<file path="src/rtl/cam_pkg.sv">
// Shared definitions for the SCCB camera configuration block: register map,
// STATUS layout, init-table end marker and sequencer state encodings.
package cam_pkg;

  localparam logic [1:0] REG_CTRL   = 2'd0;
  localparam logic [1:0] REG_CMD    = 2'd1;
  localparam logic [1:0] REG_STATUS = 2'd2;

  localparam int CTRL_START = 0;
  localparam int CTRL_PWDN  = 1;
  localparam int CTRL_RST   = 2;

  localparam int STAT_BUSY    = 0;
  localparam int STAT_DONE    = 1;
  localparam int STAT_DROP    = 2;
  localparam int STAT_IDX_LSB = 4;
  localparam int STAT_IDX_W   = 6;

  localparam logic [15:0] END_MARK = 16'hFFFF;

  typedef enum logic [2:0] {
    ST_IDLE  = 3'd0,
    ST_LOAD  = 3'd1,
    ST_START = 3'd2,
    ST_BIT   = 3'd3,
    ST_STOP  = 3'd4,
    ST_GAP   = 3'd5
  } state_t;

  // Bus levels {sio_c, sio_d, sio_d_oe} for a given position in the frame.
  // Ack slots release the data line; the driven value there is irrelevant.
  function automatic logic [2:0] sccb_bus(input state_t     st,
                                          input logic [1:0] qtr,
                                          input logic       d_bit,
                                          input logic       ack_slot);
    logic [2:0] v;
    v = 3'b111;
    case (st)
      ST_START: v = {qtr < 2'd2, qtr == 2'd0, 1'b1};
      ST_BIT:   v = {qtr >= 2'd2, ack_slot | d_bit, ~ack_slot};
      ST_STOP:  v = {qtr != 2'd0, qtr >= 2'd2, 1'b1};
      default:  v = 3'b111;
    endcase
    return v;
  endfunction

endpackage

</file>
<file path="src/rtl/cam_cfg_rom.sv">
// Camera init table with a one-cycle registered read; anything past the
// populated entries (or past DEPTH) reads back as the end marker.
module cam_cfg_rom
  import cam_pkg::*;
#(
  parameter int DEPTH = 64,
  parameter int IDX_W = 7
) (
  input  logic             clk,
  input  logic             rst,
  input  logic [IDX_W-1:0] idx_i,
  output logic [15:0]      entry_o
);

  logic [15:0] entry_q;

  always_ff @(posedge clk) begin
    if (rst) begin
      entry_q <= END_MARK;
    end else if (idx_i >= IDX_W'(DEPTH)) begin
      entry_q <= END_MARK;
    end else begin
      // {register, value}: COM7 soft reset, then CLKRC prescaler
      case (idx_i)
        IDX_W'(0): entry_q <= 16'h1280;
        IDX_W'(1): entry_q <= 16'h1100;
        default:   entry_q <= END_MARK;
      endcase
    end
  end

  assign entry_o = entry_q;

endmodule

</file>
<file path="src/rtl/cam_sccb_cfg.sv">
// SCCB camera configuration master: Wishbone register slave plus a sequencer
// that replays the init table or single queued commands as 3-phase writes.
module cam_sccb_cfg
  import cam_pkg::*;
#(
  parameter int         CLK_DIV   = 125,
  parameter logic [7:0] DEV_ADDR  = 8'h42,
  parameter int         ROM_DEPTH = 64
) (
  input  logic        clk,
  input  logic        rst,
  input  logic [31:0] wb_adr_i,
  input  logic [31:0] wb_dat_i,
  input  logic        wb_we_i,
  input  logic        wb_cyc_i,
  input  logic        wb_stb_i,
  output logic [31:0] wb_dat_o,
  output logic        wb_ack_o,
  output logic        sio_c,
  output logic        sio_d_o,
  output logic        sio_d_oe,
  output logic        cam_pwdn,
  output logic        cam_reset_n,
  output logic        cfg_done
);

  localparam int IDX_W = $clog2(ROM_DEPTH) + 1;
  localparam int QW    = $clog2(CLK_DIV + 1);
  localparam logic [QW-1:0]    QLOAD   = QW'(CLK_DIV - 1);
  localparam logic [IDX_W-1:0] IDX_END = IDX_W'(ROM_DEPTH);

  state_t            state_q;
  logic [1:0]        qtr_q;
  logic [3:0]        bitn_q;
  logic [1:0]        byte_q;
  logic [QW-1:0]     qcnt_q;
  logic [IDX_W-1:0]  index_q;
  logic              table_q;
  logic              load_wait_q;
  logic [7:0]        reg_q;
  logic [7:0]        dat_q;
  logic              cfg_done_q;
  logic              dropped_q;
  logic              pwdn_q;
  logic              camrst_q;
  logic              ack_q;
  logic [31:0]       dat_o_q;
  logic              sio_c_q;
  logic              sio_d_q;
  logic              sio_oe_q;

  logic [15:0]       rom_entry;
  logic              wb_req;
  logic              wb_wr;
  logic              wb_rd;
  logic [1:0]        reg_sel;
  logic              busy;
  logic              done;
  logic              cmd_wr;
  logic              start_wr;
  logic              tick;
  logic              timed;
  logic [7:0]        tx_byte;
  logic [2:0]        bit_pos;
  logic              tx_bit;
  logic [2:0]        bus_d;
  logic [31:0]       status_word;
  logic [31:0]       rd_word;
  logic              unused_ok;

  cam_cfg_rom #(
    .DEPTH (ROM_DEPTH),
    .IDX_W (IDX_W)
  ) u_rom (
    .clk     (clk),
    .rst     (rst),
    .idx_i   (index_q),
    .entry_o (rom_entry)
  );

  assign unused_ok = ^{wb_adr_i[31:4], wb_adr_i[1:0], wb_dat_i[31:16]};

  assign wb_req   = wb_cyc_i & wb_stb_i & ~ack_q;
  assign wb_wr    = wb_req & wb_we_i;
  assign wb_rd    = wb_req & ~wb_we_i;
  assign reg_sel  = wb_adr_i[3:2];
  assign busy     = (state_q != ST_IDLE);
  assign done     = cfg_done_q & ~busy;
  assign cmd_wr   = wb_wr && (reg_sel == REG_CMD);
  assign start_wr = wb_wr && (reg_sel == REG_CTRL) && wb_dat_i[CTRL_START];
  assign tick     = (qcnt_q == '0);
  assign timed    = (state_q == ST_START) || (state_q == ST_BIT) ||
                    (state_q == ST_STOP)  || (state_q == ST_GAP);

  always_comb begin
    tx_byte = dat_q;
    case (byte_q)
      2'd0:    tx_byte = DEV_ADDR;
      2'd1:    tx_byte = reg_q;
      default: tx_byte = dat_q;
    endcase
  end

  assign bit_pos = 3'd7 - bitn_q[2:0];
  assign tx_bit  = tx_byte[bit_pos];
  assign bus_d   = sccb_bus(state_q, qtr_q, tx_bit, bitn_q == 4'd8);

  always_comb begin
    status_word            = '0;
    status_word[STAT_BUSY] = busy;
    status_word[STAT_DONE] = done;
    status_word[STAT_DROP] = dropped_q;
    status_word[STAT_IDX_LSB +: STAT_IDX_W] = STAT_IDX_W'(index_q);
  end

  always_comb begin
    rd_word = '0;
    case (reg_sel)
      REG_CTRL:   rd_word = {29'd0, camrst_q, pwdn_q, 1'b0};
      REG_STATUS: rd_word = status_word;
      default:    rd_word = '0;
    endcase
  end

  // Bus levels are registered from the current frame position, so the pins
  // trail the sequencer by one clk; every quarter still spans CLK_DIV cycles.
  always_ff @(posedge clk) begin
    if (rst) begin
      state_q     <= ST_IDLE;
      qtr_q       <= 2'd0;
      bitn_q      <= 4'd0;
      byte_q      <= 2'd0;
      qcnt_q      <= QLOAD;
      index_q     <= '0;
      table_q     <= 1'b0;
      load_wait_q <= 1'b0;
      reg_q       <= 8'd0;
      dat_q       <= 8'd0;
      cfg_done_q  <= 1'b0;
      dropped_q   <= 1'b0;
      pwdn_q      <= 1'b1;
      camrst_q    <= 1'b1;
      ack_q       <= 1'b0;
      dat_o_q     <= '0;
      sio_c_q     <= 1'b1;
      sio_d_q     <= 1'b1;
      sio_oe_q    <= 1'b1;
    end else begin
      ack_q   <= wb_req;
      dat_o_q <= wb_rd ? rd_word : '0;
      if (wb_rd && (reg_sel == REG_STATUS)) dropped_q <= 1'b0;
      if ((cmd_wr || start_wr) && busy) dropped_q <= 1'b1;
      if (wb_wr && (reg_sel == REG_CTRL)) begin
        pwdn_q   <= wb_dat_i[CTRL_PWDN];
        camrst_q <= wb_dat_i[CTRL_RST];
      end

      {sio_c_q, sio_d_q, sio_oe_q} <= bus_d;

      if (timed) qcnt_q <= tick ? QLOAD : (qcnt_q - QW'(1));

      case (state_q)
        ST_IDLE: begin
          if (cmd_wr) begin
            reg_q   <= wb_dat_i[15:8];
            dat_q   <= wb_dat_i[7:0];
            table_q <= 1'b0;
            qtr_q   <= 2'd0;
            qcnt_q  <= QLOAD;
            state_q <= ST_START;
          end else if (start_wr) begin
            index_q     <= '0;
            load_wait_q <= 1'b0;
            cfg_done_q  <= 1'b0;
            table_q     <= 1'b1;
            state_q     <= ST_LOAD;
          end
        end
        ST_LOAD: begin
          if (!load_wait_q) begin
            load_wait_q <= 1'b1;
          end else if ((rom_entry == END_MARK) || (index_q == IDX_END)) begin
            cfg_done_q <= 1'b1;
            state_q    <= ST_IDLE;
          end else begin
            reg_q   <= rom_entry[15:8];
            dat_q   <= rom_entry[7:0];
            qtr_q   <= 2'd0;
            qcnt_q  <= QLOAD;
            state_q <= ST_START;
          end
        end
        ST_START: begin
          if (tick) begin
            qtr_q <= qtr_q + 2'd1;
            if (qtr_q == 2'd3) begin
              bitn_q  <= 4'd0;
              byte_q  <= 2'd0;
              state_q <= ST_BIT;
            end
          end
        end
        ST_BIT: begin
          if (tick) begin
            qtr_q <= qtr_q + 2'd1;
            if (qtr_q == 2'd3) begin
              if (bitn_q == 4'd8) begin
                bitn_q <= 4'd0;
                if (byte_q == 2'd2) state_q <= ST_STOP;
                else                byte_q  <= byte_q + 2'd1;
              end else begin
                bitn_q <= bitn_q + 4'd1;
              end
            end
          end
        end
        ST_STOP: begin
          if (tick) begin
            qtr_q <= qtr_q + 2'd1;
            if (qtr_q == 2'd3) state_q <= ST_GAP;
          end
        end
        ST_GAP: begin
          if (tick) begin
            qtr_q <= qtr_q + 2'd1;
            if (qtr_q == 2'd3) begin
              if (table_q) begin
                index_q     <= index_q + IDX_W'(1);
                load_wait_q <= 1'b0;
                state_q     <= ST_LOAD;
              end else begin
                state_q <= ST_IDLE;
              end
            end
          end
        end
        default: state_q <= ST_IDLE;
      endcase
    end
  end

  assign wb_dat_o    = dat_o_q;
  assign wb_ack_o    = ack_q;
  assign sio_c       = sio_c_q;
  assign sio_d_o     = sio_d_q;
  assign sio_d_oe    = sio_oe_q;
  assign cam_pwdn    = pwdn_q;
  assign cam_reset_n = ~camrst_q;
  assign cfg_done    = done;

endmodule

</file>
<file path="config.mk">
export PLATFORM = sky130hd
export DESIGN_NAME = cam_sccb_cfg
export DESIGN_NICKNAME = d
export VERILOG_FILES = /design/src/rtl/cam_pkg.sv /design/src/rtl/cam_cfg_rom.sv /design/src/rtl/cam_sccb_cfg.sv
export SDC_FILE = /design/constraint.sdc
export NUM_CORES = 1
export LEC_CHECK = 0
export ABC_AREA = 1
export CAP_MARGIN = 15
export CORE_MARGIN = 2
export CORE_UTILIZATION = 52
export CTS_CLUSTER_SIZE = 24
export DETAILED_ROUTE_END_ITERATION = 12
export HOLD_SLACK_MARGIN = 0.1
export PLACE_DENSITY_LB_ADDON = 0.2
export SLEW_MARGIN = 15
export SYNTH_ARGS = -nofsm -noshare
export SYNTH_HDL_FRONTEND = slang
export SYNTH_HIERARCHICAL = 1
export SYNTH_SLANG_ARGS = --single-unit
</file>
<file path="constraint.sdc">
create_clock -name clk -period 2.7 [get_ports clk]
set_input_delay 0.27 -clock clk [delete_from_list [all_inputs] [get_ports clk]]
set_output_delay 0.27 -clock clk [all_outputs]
set_load 0.005 [all_outputs]
</file>
# --- After elaboration in Yosys (flattened, before gate mapping) ---
# Index checks and enable logic that the tools add are counted.
word_totals:
  regBits: 99
  input_bits: 69
  out_inout_bits: 39
  elab_cells: 186
op_classes:
  addsub: 6
  n_lt_le_gt_ge: 4
  n_eq_ne: 34
  mux: 73
  bitwise_logic: 12
  reduce_logical: 37
ops:
  columns: ["operator", "count"]
  rows:
  - ["2-to-1 mux 7 bit", 10]
  - ["2-to-1 mux 8 bit", 6]
  - ["one-hot mux 8 bit (2 select lines)", 3]
  - ["2-to-1 mux 3 bit", 13]
  - ["one-hot mux 16 bit (2 select lines)", 1]
  - ["one-hot mux 7 bit (2 select lines)", 2]
  - ["!= test 2 bit, second input constant", 12]
  - ["2-to-1 mux 2 bit", 11]
  - ["2-to-1 mux 4 bit", 5]
  - ["one-hot mux 10 bit (2 select lines)", 1]
  - ["one-hot mux 3 bit (6 select lines)", 1]
  - ["== test 16 bit, second input constant", 1]
  - ["AND reduction 5 bit", 3]
  - ["logical NOT 7 bit", 2]
  - ["!= test 2 x 1 -> 1 bit, second input constant", 7]
  - ["2-to-1 mux 1 bit", 13]
  - ["AND reduction 12 bit", 1]
  - ["AND reduction 6 bit", 2]
  - ["nonzero test 2 bit", 6]
  - ["one-hot mux 3 bit (3 select lines)", 1]
  - ["nonzero test 3 bit", 3]
  - ["one-hot mux 4 bit (2 select lines)", 1]
  - ["adder 7 x 1 -> 7 bit, second input constant", 1]
  - ["== test 7 x 1 -> 1 bit, second input constant", 1]
  - ["other kinds (33)", 59]

# --- Logic depth before layout (Yosys ltp) ---
# Gate-level depths: netlist of run 1.
logic_depth:
  ltp_word: 8
  mapped_depth: 12
  depth_no_buf: 12

# --- Hierarchy ---
# Netlist of run 1, hierarchy kept.
modules_own_cells:
  columns: ["mod", "n_inst", "cells_each", "area_per_inst_um2", "seq_area_each_um2"]
  rows:
  - ["cam_sccb_cfg", 1, 518, 3438.3, 1201.2]
  - ["cam_cfg_rom", 1, 29, 221.5, 60.1]

# --- Least setup slack after synthesis of run 1 ---
# OpenSTA, ideal clock, no wires.
synth_timing:
  path_type: "flip-flop to flip-flop"
  from: "reg u_rom.entry_q[14] (netlist: u_rom/entry_o[14])"
  to: "reg qcnt_q[2]"
  setup_ns: 0.128
  arrival_time_ns: 1.537
  required_time_ns: 2.572
  path_slack_ns: 1.035
  stages_incl_launch_ff: 11
  period_less_slack_ns: 1.665
  path_cell_list: "dfxtp_1 > buf_4 > nand2_1 > nor2_1 > nand2_1 > o21ai_0 > nand2_1 > nand2_4 > nand2_1 > inv_1 > o211ai_1"
synth_between:
  elab_chain_cells: 5
synth_lines:
  columns: ["element", "line", "text"]
  rows:
  - ["from (decl)", "cam_cfg_rom.sv:15", "logic [15:0] entry_q;"]
  - ["from (signal assigned)", "cam_cfg_rom.sv:19", "entry_q <= END_MARK;"]
  - ["from (signal assigned)", "cam_cfg_rom.sv:21", "entry_q <= END_MARK;"]
  - ["from (signal assigned)", "cam_cfg_rom.sv:25", "IDX_W'(0): entry_q <= 16'h1280;"]
  - ["== test 16 bit", "cam_sccb_cfg.sv:182", "end else if ((rom_entry == END_MARK) || (index_q == IDX_END)) begin"]
  - ["logical OR 1 bit", "cam_sccb_cfg.sv:182", null]
  - ["2-to-1 mux 7 bit", "cam_sccb_cfg.sv:182", null]
  - ["2-to-1 mux 7 bit", "cam_sccb_cfg.sv:180", "if (!load_wait_q) begin"]
  - ["one-hot mux 7 bit (2 select lines)", "cam_sccb_cfg.sv:162", "case (state_q)"]
  - ["to (signal assigned)", "cam_sccb_cfg.sv:160", "if (timed) qcnt_q <= tick ? QLOAD : (qcnt_q - QW'(1));"]
  - ["to (decl)", "cam_sccb_cfg.sv:36", "logic [QW-1:0] qcnt_q;"]
# Every way passes these cells.
# A chain may end at the register's enable or synchronous reset.

# --- Worst setup path after layout of run 1 ---
layout_timing:
  from: "reg state_q[2]"
  to: "out cfg_done"
layout_between:
  elab_chain_cells: 3
layout_lines:
  columns: ["element", "line", "text"]
  rows:
  - ["from (decl)", "cam_sccb_cfg.sv:32", "state_t state_q;"]
  - ["from (signal assigned)", "cam_sccb_cfg.sv:129", "state_q <= ST_IDLE;"]
  - ["from (signal assigned)", "cam_sccb_cfg.sv:170", "state_q <= ST_START;"]
  - ["from (signal assigned)", "cam_sccb_cfg.sv:176", "state_q <= ST_LOAD;"]
  - ["nonzero test 3 bit", "cam_sccb_cfg.sv:87", "assign busy = (state_q != ST_IDLE);"]
  - ["NOT 1 bit", "cam_sccb_cfg.sv:88", "assign done = cfg_done_q & ~busy;"]
  - ["AND 1 bit", "cam_sccb_cfg.sv:88", null]
  - ["to (decl)", "cam_sccb_cfg.sv:24", "output logic cfg_done"]
# Every way passes these cells.

==> out/summary.txt, run 1 <==
Worst Path Max Fanout - 6
metal2 WL - 3.58 mm
HPWL Detailed - 5.80 mm
worst path arrival time - 1.87 ns
htree depth - 3
M1 WL - 3.74 mm
maximum VDD drop - 380 uV
core area - 0.00679 sq mm
Clock Latency Late Sink - 0.34 ns
largest family of logic cells by synthesized area - simple AND/OR/NAND/NOR gates
initial antenna violation count - 0
Filler cells - 667
setup violators final - 0
#FFs+latches synth - 63
CP required - 2.43 ns
CTS max path bufs - 2
number of instances in the placed design - 661
Seq/Total Area, Yosys - 34.5%
worst reg2reg path depth - 9
Synth Area in Simple Gates - 35.4%
WS Path Type - reg -> out
average routed wire per standard cell - 11.5 um
CTS Sinks - 63
Final WS setup - 0.559 ns
Routed WL - 7.80 mm
Post-Layout Cell Count - 677
GRT Total Usage - 22.1%
Reg2Reg Setup Slack - 0.60 ns
CTS buffer count - 9
Post-Synth XOR/XNOR Area - 0.957%
Crit Reg-Reg Endpoint - qcnt_q[2]$_SDFF_PP1_
# Max-Cap Violations - 0
remaining antenna violation count - 0
worst r2r src - u_rom/entry_o[14]$_SDFF_PP1_
die width - 87.9 um
number of gates resized after cts - 0
Mean Syn Cell Area - 6.69 sq um
die area - 0.00772 sq mm
Hold Crit Start - table_q$_SDFFE_PP0P_
worst hold path stage count - 2
Worst Path Buf+Inv - 1
final worst path period share - 79.3%
setup TNS - 0 ns
Max Slew Vio Count - 0
pre-CTS setup slack - 0.515 ns
mapped cell area - 0.00366 sq mm
Crit. End Element - primary output
Tightest Hold Check Type - reg -> reg
DR WL met3 - 400 um
DRT iter0 DRCs - 166
share of the synthesized area in the top cell type - 34.5%
vias per inst - 4.88
DP Area - 0.00395 sq mm
total grt overflow - 0
Least-Margin Pin Slew - 0.566 ns
RePlAce Congestion - 0.838
starting utilization of the core area - 53.9%
share of cells above drive strength 1 - 7.57%
Rows - 30
status - completed
cell area after layout - 0.00414 sq mm
adder-cell share of the synthesized area - 4.10%
number of port buffers - 38
detailed-route DRC error count - 0
Netlist cell types - 37
unrepaired setup endpoints after global routing - false
CTS tree - built
Area contributors post-synth - dfxtp_1 34%, nand2_1 15%, nor2_1 8.6%, buf_4 7.6%, inv_1 4.8%
slowest cell delay on critical path - 0.54 ns
DR top layer - met4
number of warnings issued by yosys - 6
# Post-CTS Setup Buffers - 0
fmax - 467 MHz
post-synthesis mux area share - 0%
vias in the first global route - 3020
Hold Crit Endpoint - table_q$_SDFFE_PP0P_
Ports - 108
first-pass GRT wire length - 13.5 mm
CTS root buf - clkbuf_8
Leak - 0.00178 uW
diode count - 0
PD cells - 759 mW/mm^2
Top Family by Delay on Critical Path - simple AND/OR/NAND/NOR gates
nets - 657
Synth Area in Compound Gates - 10.5%
crit path cell chain - nor2_2, nand2_1, nor2_1, clkdlybuf4s50_1
Final Critical Period - 2.14 ns
Fin. Hold Viols - 0
CP Launch Type - flop
Die Ht - 87.9 um
area delta synth->final - 13.2%
CTS clock-pin slew for the worst setup and hold paths - 0.07 ns
largest net degree at the start of global routing - 22
worst relative slew slack - 62.2%
Vias - 3304
hold_buf cts - 0
slowest CP cell - clkdlybuf4s50_1
Syn Inst Count - 547
drt first pass iters - 5
Final Skew - 0.00805 ns
Synth area leader - dfxtp_1
==> state kept, by name, summed over array words and instances, names as in the netlist, 2 cells and up <==
| register | count |
|---|---|
| state_q | 3 |
| bitn_q | 4 |
| qtr_q | 2 |
| wb_dat_o | 9 |
| reg_q | 8 |
| byte_q | 2 |
| index_q | 7 |
| u_rom/entry_o | 3 |
| dat_q | 8 |
| qcnt_q | 7 |
==> routing by layer <==
layer | vias to the layer above | global-route usage (%)
li1 | 1744 | -
met4 | 0 | 6.71
met5 | - | 0
met2 | 83 | 35.3
met1 | 1469 | 29.0
met3 | 8 | 6.31
==> cell families (layout without fill, tap and decap cells) <==
logic type | after synthesis | count (layout)
xor gates and xnor gates | 4 | 4
buffers and inverters | 98 | 110
and+or+nand+nor | 299 | 299
AOI/OAI and AO/OA | 69 | 69
DFF | 63 | 63
other | 2 | 24
adders and majority gates | 12 | 12
==> where the power goes <==
group | leakage (uW) | switching, uW | internal (uW)
Sequential | 0.000513 | 105 | 1080
Clock | 0.0000981 | 370 | 446
Combinational | 0.00117 | 754 | 388
Total | 0.00178 | 1230 | 1920
==> per-stage QoR <==
stage	total power (uW)	util (%)	hold slack (ns)
detailed placement	2350	58.1	0.450
global placement	2310	58.1	0.446
CTS	3170	61.0	0.461
global route	3400	61.0	0.503
floorplan	2140	-	0.339
finish	3150	61.0	0.459
==> worst register-to-register path: stages, from the launching register on <==
cell and delay, ns:
dfxtp_1 0.68, nand2_1 0.11, nor2_1 0.16, nand2_1 0.07, o21ai_0 0.18, nand2_1 0.15, nand2_4 0.22, nand2_1 0.14
inv_1 0.17, o211ai_1 0.10
==> synthesized netlist by cell type <==
cell      number
clkbuf_1       7
conb_1         2
a21oi_1       27
nand2_1      146
nand2_4        2
ha_1          12
xor2_1         2
a311oi_1       1
o31ai_1        2
a22oi_1        2
a21oi_2        1
buf_4         37
o221ai_1       2
nand4_1        7
nand3_2        4
clkinv_1       1
nor2_2         7
nor3b_1        2
nand2_2        2
inv_1         47
nor3_1         6
o211ai_1       2
nor2_4         1
inv_2          3
inv_6          1
buf_6          2
a21boi_2       1
and2_4         1
dfxtp_1       63
o21ai_0       28
nor2_1        84
nand3b_1       2
nand3_1       34
nand3_4        1
xnor2_1        2
o22ai_1        2
a31oi_1        1
==> worst max-delay path by stage <==
stage	start	to	depth (start not counted)
after CTS	state_q[2]$_SDFFE_PP0P_	cfg_done	4
after detailed placement	wb_stb_i	index_q[4]$_SDFFE_PP0P_	8
final	state_q[2]$_SDFFE_PP0P_	cfg_done	4
after global placement	wb_cyc_i	index_q[1]$_SDFFE_PP0P_	8
after floorplan	u_rom/entry_o[14]$_SDFF_PP1_	qcnt_q[2]$_SDFF_PP1_	10
after global routing	u_rom/entry_o[14]$_SDFF_PP1_	qcnt_q[2]$_SDFF_PP1_	9
==> area by class of cell <==
cell class / instances / area, sq um / share of cell area (%)
Multi-Input combinational cell: 408 / 1950 / 47.2
Tap cell: 96 / 120 / 2.90
Clock buffer: 10 / 138 / 3.32
Timing Repair Buffer: 42 / 410 / 9.90
Sequential cell: 63 / 1260 / 30.4
Inverter: 52 / 200 / 4.83
Clock inverter: 6 / 60.1 / 1.45
==> cell usage in the layout (no fill, tap or decap), types with 3 or more instances in the layout <==
cell,n
conb_1,24
o21ai_0,28
a21oi_1,27
ha_1,12
buf_4,4
dfxtp_1,63
nor2_2,7
nand3_1,34
inv_2,3
nor2_1,84
nand4_1,7
nand3_2,4
nor3_1,6
inv_1,47
clkbuf_8,10
clkdlybuf4s50_1,38
clkinv_2,3
nand2_1,146
Power figures use the tool's default switching activity.
==> run 2, diff against run 1 <==
- CORE_UTILIZATION: 52 -> 48
- clock period: 2.7 -> 2.25 ns (I/O delays scaled with it)
==> run 2 against run 1 <==
- cell count up 0.89%
- sequential share of layout area fell by 0.35 points
- flip-flop and latch count did not move
- worst hold slack better by 0.0028 ns
- clock power rose by 30%
- sequential power up 20%
- first-iteration DRC count shrank 5.4%
- non-clock buffer count grew 4
- design area rose by 1.1%
- clock-buffer cell count grew 1
- total power grew 23%
- critical path depth unchanged
- largest cell class unchanged
- largest power group unchanged
==> out/summary.txt, run 2 (synthesis results as in run 1) <==
vias in the first global route - 3027
cell area after layout - 0.00419 sq mm
WS Path Type - reg -> out
Clock Latency Late Sink - 0.34 ns
Final WS setup - 0.124 ns
core area - 0.00733 sq mm
CTS max path bufs - 2
Rows - 31
slowest cell delay on critical path - 0.56 ns
CTS tree - built
Post-Layout Cell Count - 683
# Max-Cap Violations - 0
Worst Path Max Fanout - 6
number of flip-flops in the largest register - 9
setup violators final - 0
largest net degree at the start of global routing - 22
Vias - 3325
number of gates resized after cts - 0
slowest CP cell - clkdlybuf4s50_1
crit path cell chain - nor2_2, nand2_1, nor2_1, clkdlybuf4s50_1
final worst path period share - 94.5%
initial antenna violation count - 0
# Post-CTS Setup Buffers - 0
die width - 91.3 um
vias per inst - 4.87
Crit. End Element - primary output
most frequent cells in the layout - 146 x nand2_1, 84 x nor2_1, 63 x dfxtp_1
Max Slew Vio Count - 0
CTS buffer count - 9
number of instances in the placed design - 668
Die Ht - 91.3 um
pre-CTS setup slack - 0.251 ns
HPWL Detailed - 5.94 mm
diode count - 0
status - completed
Clk pwr share - 27.4%
first-pass GRT wire length - 14.0 mm
Final Critical Period - 2.13 ns
GRT Total Usage - 20.5%
CP required - 2.03 ns
Fin. Hold Viols - 0
area delta synth->final - 14.5%
share of cells above drive strength 1 - 7.88%
unrepaired setup endpoints after global routing - false
setup TNS - 0 ns
total grt overflow - 0
die area - 0.00834 sq mm
number of port buffers - 38
detailed-route DRC error count - 0
hold_buf cts - 0
CTS Sinks - 63
Worst Path Buf+Inv - 1
fmax - 470 MHz
Switching Share - 37.6%
DRT iter0 DRCs - 157
worst path arrival time - 1.90 ns
CTS clock-pin slew for the worst setup and hold paths - 0.07 ns
average routed wire per standard cell - 11.7 um
nets - 661
Ports - 108
Leak - 0.00181 uW
Cell Int Power - 2420 uW
RePlAce Congestion - 0.862
Top Family by Delay on Critical Path - simple AND/OR/NAND/NOR gates
Tightest Hold Check Type - reg -> reg
PD cells - 926 mW/mm^2
maximum VDD drop - 509 uV
Reg power frac - 36.9%
drt first pass iters - 4
Psw - 1460 uW
commonest non-fill, non-tap cell in the layout - nand2_1
remaining antenna violation count - 0
Tot Pwr - 3880 uW
CP Launch Type - flop
starting utilization of the core area - 49.9%
DP Area - 0.00398 sq mm
CTS root buf - clkbuf_8
Logic pwr share - 35.7%
Routed WL - 8.00 mm
Final Skew - 0.0108 ns
htree depth - 3
## run 2: final timing paths
| path | from | endpoint | slack (ns) | cells after the start |
|---|---|---|---|---|
| max | state_q[2]$_SDFFE_PP0P_ | cfg_done | 0.12 | 4 |
| min | table_q$_SDFFE_PP0P_ | table_q$_SDFFE_PP0P_ | 0.46 | 2 |
| max reg2reg | u_rom/entry_o[14]$_SDFF_PP1_ | qcnt_q[2]$_SDFF_PP1_ | 0.28 | 9 |
| min reg2reg | table_q$_SDFFE_PP0P_ | table_q$_SDFFE_PP0P_ | 0.46 | 2 |
## run 2: power groups by stage
stage                     Sequential [uW]  Combinational [uW]  Clock, uW
final                                1430                1380       1060
after global routing                 1460                1610       1140
after CTS                            1430                1380       1090
after detailed placement             1450                1370          0
after global placement               1450                1350          0
after floorplan                      1400                1170          0
## run 2: layer usage
| layer | up-vias | GRT usage (%) | share of wire, % |
|---|---|---|---|
| li1 | 1747 | - | - |
| met1 | 1484 | 27.3 | 48 |
| met2 | 82 | 32.7 | 46 |
| met3 | 12 | 5.06 | 4.6 |
| met4 | 0 | 6.57 | 1.4 |
| met5 | - | 0 | 0 |
## run 2: through the flow
step	util (%)	hold slack, ns
2_1_floorplan	-	0.294
5_1_grt	57.2	0.488
4_1_cts	57.2	0.464
6_report	57.2	0.461
3_5_place_dp	54.3	0.453
3_3_place_gp	54.3	0.443
## run 2: worst min-delay path: stages, from the launching register on
cell	delay (ns)
dfxtp_1	0.32
inv_1	0.05
a21oi_1	0.05
## run 2: final cells by class
class                   count  area, sq um
repair buffers             46          440
inverters                  52          200
fillers                   719         3140
clock inverters             4         70.1
multi-input cells         408         1950
clock buffers              11          141
flip-flops and latches     63         1260
well taps                  99          124
==> RTL change: new RTL, flow settings as in run 2 <==
Take the reset off `dat_o_q` and load it in a clocked block of its own.
--- a/src/rtl/cam_sccb_cfg.sv
+++ b/src/rtl/cam_sccb_cfg.sv
@@ -141,13 +141,11 @@
       pwdn_q      <= 1'b1;
       camrst_q    <= 1'b1;
       ack_q       <= 1'b0;
-      dat_o_q     <= '0;
       sio_c_q     <= 1'b1;
       sio_d_q     <= 1'b1;
       sio_oe_q    <= 1'b1;
     end else begin
       ack_q   <= wb_req;
-      dat_o_q <= wb_rd ? rd_word : '0;
       if (wb_rd && (reg_sel == REG_STATUS)) dropped_q <= 1'b0;
       if ((cmd_wr || start_wr) && busy) dropped_q <= 1'b1;
       if (wb_wr && (reg_sel == REG_CTRL)) begin
@@ -239,6 +237,10 @@
     end
   end
 
+  always_ff @(posedge clk) begin
+    dat_o_q <= wb_rd ? rd_word : '0;
+  end
+
   assign wb_dat_o    = dat_o_q;
   assign wb_ack_o    = ack_q;
   assign sio_c       = sio_c_q;
Behaviour: differs if rst is asserted again (counterexample within 4 cycles, from zero or initial values and one cycle with rst high); with rst held inactive, the same outputs for 10 cycles.
==> RTL change against run 2 <==
  * Final area rose by 0.48%
  * Area after synthesis up 1.5%
  * Synthesized cell count increased by 4.4%
  * Worst setup slack improved by 65 ps
  * Via count is 3.8% higher
  * Non-clock buffer count shrank 1
  * Power decreased by 21%
  * Die area is 1.4% higher
  * Clock power down 12%
  * Wire length rose by 1.1%
  * Critical path depth stayed put
  * Sequential cell count unchanged
  * Sequential share of layout area down 0.14 points
  * Critical endpoint unchanged
==> RTL change: results (changes against run 2) <==
| Metric | Value |
|---|---|
| Number of flip-flops and latches | 63 (unchanged) |
| Detail Route met3 WL | 295 um (was 372 um) |
| Hold worst-path end | load_wait_q (was table_q) |
| Detailed placer's ending HPWL | 6187 um (was 5945 um) |
| Fraction of synthesized cell area in xor and xnor cells | 0.9431% (was 0.9573%) |
| Share of synthesized area occupied by flip-flops and latches | 33.95% (was 34.46%) |
| Run status | finished, final reports clean (unchanged) |
| Hold_sp | load_wait_q (was table_q) |
| Worst clock skew | 7.990 ps (was 10.84 ps) |
| Grt met2 use | 32.84% (was 32.65%) |
| Multi-input combinational cell count | 414 (was 408) |
| Reg2Reg Setup Slack | 310 ps (was 280 ps) |
| Leak Pwr | 1.914 nW (was 1.807 nW) |
| Area fraction in compound gates after synthesis | 11.05% (was 10.53%) |
| R2R Path Start | qcnt_q[0] (was u_rom/entry_o[14]) |
| Gpl congestion | 0.8584 (was 0.8618) |
| Vias post-DR | 3453 (was 3325) |
| Met1 wire length | 3930 um (was 3848 um) |
| First-pass GRT wire length | 14030 um (was 13950 um) |
| Most instantiated cells after synthesis | nand2_1, nor2_1, dfxtp_1 (unchanged) |
| Layout fillers | 770 (was 719) |
| Worst flop-to-flop path endpoint | qtr_q[1] (was qcnt_q[2]) |
| Largest cells by area after synthesis | dfxtp_1, nand2_1, nor2_1, buf_4, inv_1 (unchanged) |
| Total length of routed met2 wires | 3722 um (was 3671 um) |
| Worst vdd rail ir drop | 0.3870 mV (was 0.5091 mV) |
| Worst EP arrival | 1840 ps (was 1900 ps) |
| Tot GR Track Use | 20.47% (was 20.51%) |
| Fraction of final layout cells sized beyond drive strength 1 | 6.942% (was 7.877%) |
| Initial DRC count | 212 (was 157) |
| Total number of nets in the final design | 682 (was 661) |
| Post-placement worst setup slack | 133.3 ps (was 251.2 ps) |
## RTL change: cell count changes after synthesis, sizes merged, moves of 3 or more
cell	change
nor2	+6
inv	+16
nand4	+4
a22oi	+3
nand2	-5
## RTL change: where the power goes
part | leakage [nW] | internal (mW) | switching, mW
clock | 0.0892 | 0.502 | 0.429
combinational | 1.31 | 0.287 | 0.518
sequential | 0.511 | 1.24 | 0.0757
total | 1.91 | 2.03 | 1.02
## RTL change: per-stage QoR
| step | hold WS, ps | power, mW | std cells | instance area (um2) | utilization [%] |
|---|---|---|---|---|---|
| 3_5_place_dp | 462.9 | 2.144 | 692 | 4030 | 52.98 |
| 3_3_place_gp | 463.3 | 2.126 | 692 | 4030 | 52.98 |
| 5_1_grt | 499.3 | 3.281 | 707 | 4212 | 55.36 |
| 2_1_floorplan | 322.8 | 1.990 | 593 | 3797 | - |
| 4_1_cts | 479.7 | 3.084 | 707 | 4209 | 55.33 |
| 6_report | 480.3 | 3.050 | 707 | 4212 | 55.36 |
